File: config.mk
export PLATFORM = sky130hd
export DESIGN_NAME = stopwatch_ctrl
export DESIGN_NICKNAME = d
export VERILOG_FILES = /design/src/rtl/stopwatch_pkg.sv /design/src/rtl/stopwatch_ctrl_tick_edge.sv /design/src/rtl/stopwatch_ctrl.sv
export SDC_FILE = /design/constraint.sdc
export NUM_CORES = 1
export LEC_CHECK = 0
export CORE_ASPECT_RATIO = 1.1
export CORE_MARGIN = 2
export CORE_UTILIZATION = 30
export DETAILED_ROUTE_END_ITERATION = 10
export PLACE_DENSITY_LB_ADDON = 0.15
export REMOVE_ABC_BUFFERS = 1
export SLEW_MARGIN = 20
export SYNTH_ARGS = -nofsm -noshare
export SYNTH_HDL_FRONTEND = slang
export SYNTH_HIERARCHICAL = 1
export SYNTH_SLANG_ARGS = --single-unit
File: constraint.sdc
create_clock -name internal_clk -period 2.3 [get_ports internal_clk]
set_input_delay 0.23 -clock internal_clk [delete_from_list [all_inputs] [get_ports internal_clk]]
set_output_delay 0.23 -clock internal_clk [all_outputs]
set_load 0.02 [all_outputs]
File: src/rtl/stopwatch_pkg.sv
// Shared types and default constants for the lab3 stopwatch controller.
package stopwatch_pkg;

   typedef enum logic [1:0] {
      ST_IDLE  = 2'd0,
      ST_RUN   = 2'd1,
      ST_PAUSE = 2'd2,
      ST_ADJ   = 2'd3
   } state_t;

   localparam int MAX_VAL_DEF = 59;
   localparam int ADJ_DIV_DEF = 25;
   localparam int FIELD_W_DEF = 6;

endpackage

File: src/rtl/stopwatch_ctrl_tick_edge.sv
// Registers one divided level clock and emits a registered single-cycle pulse
// on each of its rising edges.
module tick_edge (
   input  logic clk,
   input  logic rst_n,
   input  logic level_in,
   output logic level_q,
   output logic tick_q
);

   logic tick_d;

   always_comb begin
      tick_d = level_in & ~level_q;
   end

   // NOTE: sequential state uses non-blocking assignments so every flop samples
   // the pre-edge values, independent of process ordering.
   always_ff @(posedge clk or negedge rst_n) begin
      if (!rst_n) begin
         level_q <= 1'b0;
         tick_q  <= 1'b0;
      end else begin
         level_q <= level_in;
         tick_q  <= tick_d;
      end
   end

endmodule

File: src/rtl/stopwatch_ctrl.sv
// Stopwatch sequencing controller: clear/run/pause/adjust FSM and MM:SS registers.
// Optional lap freeze of the displayed time is enabled by defining STOPWATCH_LAP_EN.
module stopwatch_ctrl
   import stopwatch_pkg::*;
#(
   parameter int MAX_VAL = MAX_VAL_DEF,
   parameter int ADJ_DIV = ADJ_DIV_DEF,
   parameter int FIELD_W = FIELD_W_DEF
) (
   input  logic               internal_clk,
   input  logic               rst_n,
   input  logic               unit_clock,
   input  logic               fast_clock,
   input  logic               blink_clock,
   input  logic               btn_pause,
   input  logic               btn_clear,
   input  logic               sw_adj,
   input  logic               sw_sel,
   output logic [FIELD_W-1:0] minutes,
   output logic [FIELD_W-1:0] seconds,
   output logic               running,
   output logic               blank_min,
   output logic               blank_sec
);

   localparam int CNT_W = (ADJ_DIV > 1) ? $clog2(ADJ_DIV) : 1;

   state_t             state_q, state_d;
   logic [FIELD_W-1:0] min_q, min_d, sec_q, sec_d;
   logic [CNT_W-1:0]   adj_cnt_q, adj_cnt_d;
   logic               running_q, running_d;
   logic               adj_tick;
   logic               unit_tick, fast_tick, blink_tick;
   logic               unit_lvl, fast_lvl, blink_lvl;
   logic               unused_edge;

`ifdef STOPWATCH_LAP_EN
   logic               lap_frz_q, lap_frz_d;
   logic [FIELD_W-1:0] lap_min_q, lap_min_d, lap_sec_q, lap_sec_d;
`endif

   tick_edge u_unit_edge (
      .clk      (internal_clk),
      .rst_n    (rst_n),
      .level_in (unit_clock),
      .level_q  (unit_lvl),
      .tick_q   (unit_tick)
   );

   tick_edge u_fast_edge (
      .clk      (internal_clk),
      .rst_n    (rst_n),
      .level_in (fast_clock),
      .level_q  (fast_lvl),
      .tick_q   (fast_tick)
   );

   tick_edge u_blink_edge (
      .clk      (internal_clk),
      .rst_n    (rst_n),
      .level_in (blink_clock),
      .level_q  (blink_lvl),
      .tick_q   (blink_tick)
   );

   // Only the blink level is consumed; the other edge outputs are by-products.
   assign unused_edge = unit_lvl ^ fast_lvl ^ blink_tick;

   function automatic logic [FIELD_W-1:0] wrap_inc(input logic [FIELD_W-1:0] f);
      return (f == FIELD_W'(MAX_VAL)) ? '0 : f + FIELD_W'(1);
   endfunction

   // NOTE: every signal driven here gets a default first, so no path can infer a latch.
   always_comb begin
      state_d   = state_q;
      min_d     = min_q;
      sec_d     = sec_q;
      adj_cnt_d = adj_cnt_q;
      adj_tick  = 1'b0;
`ifdef STOPWATCH_LAP_EN
      lap_frz_d = lap_frz_q;
      lap_min_d = lap_min_q;
      lap_sec_d = lap_sec_q;
`endif

      // Prescaler runs only inside ADJ and sits at zero elsewhere, so entry starts clean.
      if (state_q == ST_ADJ) begin
         if (fast_tick) begin
            if (adj_cnt_q == CNT_W'(ADJ_DIV - 1)) begin
               adj_cnt_d = '0;
               adj_tick  = 1'b1;
            end else begin
               adj_cnt_d = adj_cnt_q + CNT_W'(1);
            end
         end
      end else begin
         adj_cnt_d = '0;
      end

      if (btn_clear) begin
         min_d = '0;
         sec_d = '0;
         if (state_q != ST_ADJ) state_d = ST_IDLE;
`ifdef STOPWATCH_LAP_EN
         lap_frz_d = 1'b0;
`endif
      end else if (state_q == ST_ADJ) begin
         if (!sw_adj) begin
            state_d = ST_PAUSE;
         end else if (adj_tick) begin
            if (sw_sel) min_d = wrap_inc(min_q);
            else        sec_d = wrap_inc(sec_q);
         end
      end else begin
         // A count tick in RUN lands even when the state changes in the same cycle.
         if (state_q == ST_RUN && unit_tick) begin
            sec_d = wrap_inc(sec_q);
            if (sec_q == FIELD_W'(MAX_VAL)) min_d = wrap_inc(min_q);
         end
         if (sw_adj) begin
            state_d = ST_ADJ;
`ifdef STOPWATCH_LAP_EN
            lap_frz_d = 1'b0;
`endif
         end else if (btn_pause) begin
            if (state_q == ST_RUN) begin
`ifdef STOPWATCH_LAP_EN
               lap_frz_d = ~lap_frz_q;
               lap_min_d = min_q;
               lap_sec_d = sec_q;
`else
               state_d = ST_PAUSE;
`endif
            end else begin
               state_d = ST_RUN;
            end
         end
      end

      running_d = (state_d == ST_RUN);
   end

   always_ff @(posedge internal_clk or negedge rst_n) begin
      if (!rst_n) begin
         state_q   <= ST_IDLE;
         min_q     <= '0;
         sec_q     <= '0;
         adj_cnt_q <= '0;
         running_q <= 1'b0;
`ifdef STOPWATCH_LAP_EN
         lap_frz_q <= 1'b0;
         lap_min_q <= '0;
         lap_sec_q <= '0;
`endif
      end else begin
         state_q   <= state_d;
         min_q     <= min_d;
         sec_q     <= sec_d;
         adj_cnt_q <= adj_cnt_d;
         running_q <= running_d;
`ifdef STOPWATCH_LAP_EN
         lap_frz_q <= lap_frz_d;
         lap_min_q <= lap_min_d;
         lap_sec_q <= lap_sec_d;
`endif
      end
   end

`ifdef STOPWATCH_LAP_EN
   assign minutes = lap_frz_q ? lap_min_q : min_q;
   assign seconds = lap_frz_q ? lap_sec_q : sec_q;
`else
   assign minutes = min_q;
   assign seconds = sec_q;
`endif

   assign running   = running_q;
   assign blank_sec = (state_q == ST_ADJ) & ~sw_sel & ~blink_lvl;
   assign blank_min = (state_q == ST_ADJ) &  sw_sel & ~blink_lvl;

endmodule

==> results.sh <==
export IMPL_outcome="completed"
export IMPL_finish_instance_area_sq_mm=0.00169
export IMPL_finalNonFillerCells=214
export IMPL_final_max_slew_violation_count=0
export IMPL_worstPathArrival_ns=2.31
export IMPL_worst_path_max_delay_cell="sky130_fd_sc_hd__o41a_4"
export IMPL_filler_cell_count=436
export IMPL_finalHoldViolations=0
export IMPL_cts_tree="yes"
export IMPL_critical_path_cell_chain="ha_1 > or2b_1 > o41a_4 > or3b_4 > o22ai_2"
export IMPL_drt_first_iter_violations=51
export IMPL_port_buffers=23
export IMPL_antenna_diode_count=0
export IMPL_power_mw=1.03
export IMPL_num_nets_final=174
export IMPL_place_congestion=0.861
export IMPL_vias=1117
export IMPL_first_global_vias=1041
export IMPL_synth_cell_area_sq_mm=0.00134
export IMPL_critical_path_top_delay_family="simple AND/OR/NAND/NOR gates"
export IMPL_place_detailed_hpwl_um=2140
export IMPL_timing_setup_critical_path_class="flop to flop"
export IMPL_cts_root_buffer="sky130_fd_sc_hd__clkbuf_8"
export IMPL_drtPass1Iterations=4
export IMPL_clock_sinks=25
export IMPL_synth_warnings=6
export IMPL_grt_overflow_total=0
export IMPL_drc_errors=0
export IMPL_drt_wirelength_per_cell_um=13.2
export IMPL_total_placed_instance_area_sq_mm=0.00164
export IMPL_grt_setup_unrepaired="no"
export IMPL_setup_tns_final_ns=0
export IMPL_pwr_share_clk_pct=26.5
export IMPL_drt_antenna_violating_nets=0
export IMPL_crit_start="seconds[0]"
export IMPL_grt_util_all_layers_pct=12.4
export IMPL_finalCritPeriodShare_pct=91.6
export IMPL_p_seq_share_pct=50.8
export IMPL_worstReg2RegStart="seconds[0]"
export IMPL_cellInternalPower_mw=0.708
export IMPL_cts_buffers_inserted=3
export IMPL_fmaxAchievable_ghz=0.474
export IMPL_area_growth_synth_to_final_pct=25.5
export IMPL_placedCellCount=210
export IMPL_max_cap_viol_count=0
export IMPL_ir_drop_mv=0.231
export IMPL_total_leakage_power_nw=0.679
export IMPL_die_x_um=67.8
export IMPL_clk_pin_slew_worst_paths_ns=0.09
export IMPL_final_setup_viol_count=0
export IMPL_worst_hold_path_type="primary input to asynchronous set/reset pin"
export IMPL_timing_worst_slew_pin_value_ns=0.462
export IMPL_postRouteWirelength_um=2820
export IMPL_cts_htree_levels=1
export IMPL_kind_of_launch_point_of_the_worst_setup_path="flop"
export IMPL_p_comb_share_pct=22.6
export IMPL_initial_utilization_pct=31.1
export IMPL_net_switching_power_mw=0.317
export IMPL_post_cts_setup_buffer_count=0
export IMPL_cts_hold_buf=0
export IMPL_power_switching_fraction_pct=30.9
export IMPL_required_ns=2.50
export IMPL_power_per_cell_area_mw_per_mm2=608
export IMPL_post_route_cells_drive_above_1_share_pct=10.0
export IMPL_grt_first_pass_wirelength_um=4810
export IMPL_final_setup_skew_ns=0.00296
export IMPL_cp_end_kind="flop"
export IMPL_die_outline_area_sq_mm=0.00503
export IMPL_critPathMaxStageDelay_ns=0.48
export IMPL_pin_count_of_the_biggest_net_entering_global_routing=26
export IMPL_finalCriticalPeriod_ns=2.11
export IMPL_postSynthAreaPerCell_sq_um=10.1
export IMPL_max_slew_margin_pct=69.0
export IMPL_worstPathBufferInverterCount=0
export IMPL_path_max_fanout=9
export IMPL_die_h_um=74.2
export IMPL_core_rowCount=25
export IMPL_core_sq_mm=0.00432
export IMPL_number_of_antenna_violations_at_the_first_check_in_global_routing=0
export IMPL_clk_path_buf_depth=2
export IMPL_ios=24
export IMPL_clkLatencyLatePin_ns=0.27
export IMPL_syn_instance_count=133
export IMPL_avgViaCountPerCell=5.22
export IMPL_post_cts_resized_instances=0
==> power groups by stage <==
stage	registers [mW]	clock network, mW	logic, mW
floorplan	0.550	0	0.100
global placement	0.529	0	0.235
detailed placement	0.530	0	0.235
CTS	0.522	0.280	0.235
global route	0.530	0.297	0.256
finish	0.521	0.272	0.232
==> cell type report <==
type                       count  area [sq um]  area share (%)
timing repair buffer          26           253            15.0
clock buffer                   3          41.3            2.45
multi-input combinational     95           654            38.8
tap                           54          67.6            4.01
clock inverter                 1          7.51           0.445
inverter                      10          37.5            2.23
sequential                    25           626            37.1
==> stage by stage <==
step                      util, %  hold slack (ns)  setup slack (ns)
after floorplan                 -          -0.0656             0.216
after global placement       37.9            0.434             0.286
after detailed placement     37.9            0.434             0.201
after CTS                    39.1            0.332             0.183
after global routing         39.1            0.343            0.0987
final                        39.1            0.322             0.192
==> final timing paths <==
| check | end | slack (ns) | cells past startpoint |
|---|---|---|---|
| worst min-delay path | adj_cnt_q[4] | 0.32 | 2 |
| worst min register to register | u_fast_edge/tick_q | 0.45 | 1 |
| min in group internal_clk | u_blink_edge/level_q | 0.39 | 1 |
| worst max-delay path | minutes[4] | 0.19 | 5 |
| max in group asynchronous | state_q[1] | 1.74 | 2 |
| worst max register to register | minutes[4] | 0.19 | 5 |
==> sequential cells by signal (all words and copies together), names as in the netlist <==
signal and cells:
u_unit_edge/tick_q 1, state_q 2, u_fast_edge/level_q 1, u_blink_edge/level_q 1
adj_cnt_q 5, minutes 6, seconds 6, u_fast_edge/tick_q 1
running 1, u_unit_edge/level_q 1
==> layout by cell type (no fill, tap or decap), types with 4 or more instances in the layout <==
| cell type | instances |
|---|---|
| sky130_fd_sc_hd__a21oi_1 | 6 |
| sky130_fd_sc_hd__clkdlybuf4s50_1 | 23 |
| sky130_fd_sc_hd__dfrtp_1 | 25 |
| sky130_fd_sc_hd__ha_1 | 4 |
| sky130_fd_sc_hd__inv_1 | 10 |
| sky130_fd_sc_hd__nand2_1 | 6 |
| sky130_fd_sc_hd__nand3_1 | 9 |
| sky130_fd_sc_hd__nor2_1 | 8 |
| sky130_fd_sc_hd__nor3_1 | 5 |
| sky130_fd_sc_hd__o21ai_0 | 8 |
| sky130_fd_sc_hd__o22ai_1 | 5 |
==> layer usage <==
layer  global-route usage, %  part of all wire (%)
met4                    3.33                  0.78
met2                    19.7                    48
met5                       0                     0
met3                    1.82                   3.6
met1                    17.6                    48
No activity file was read; power rests on OpenSTA's default activity.
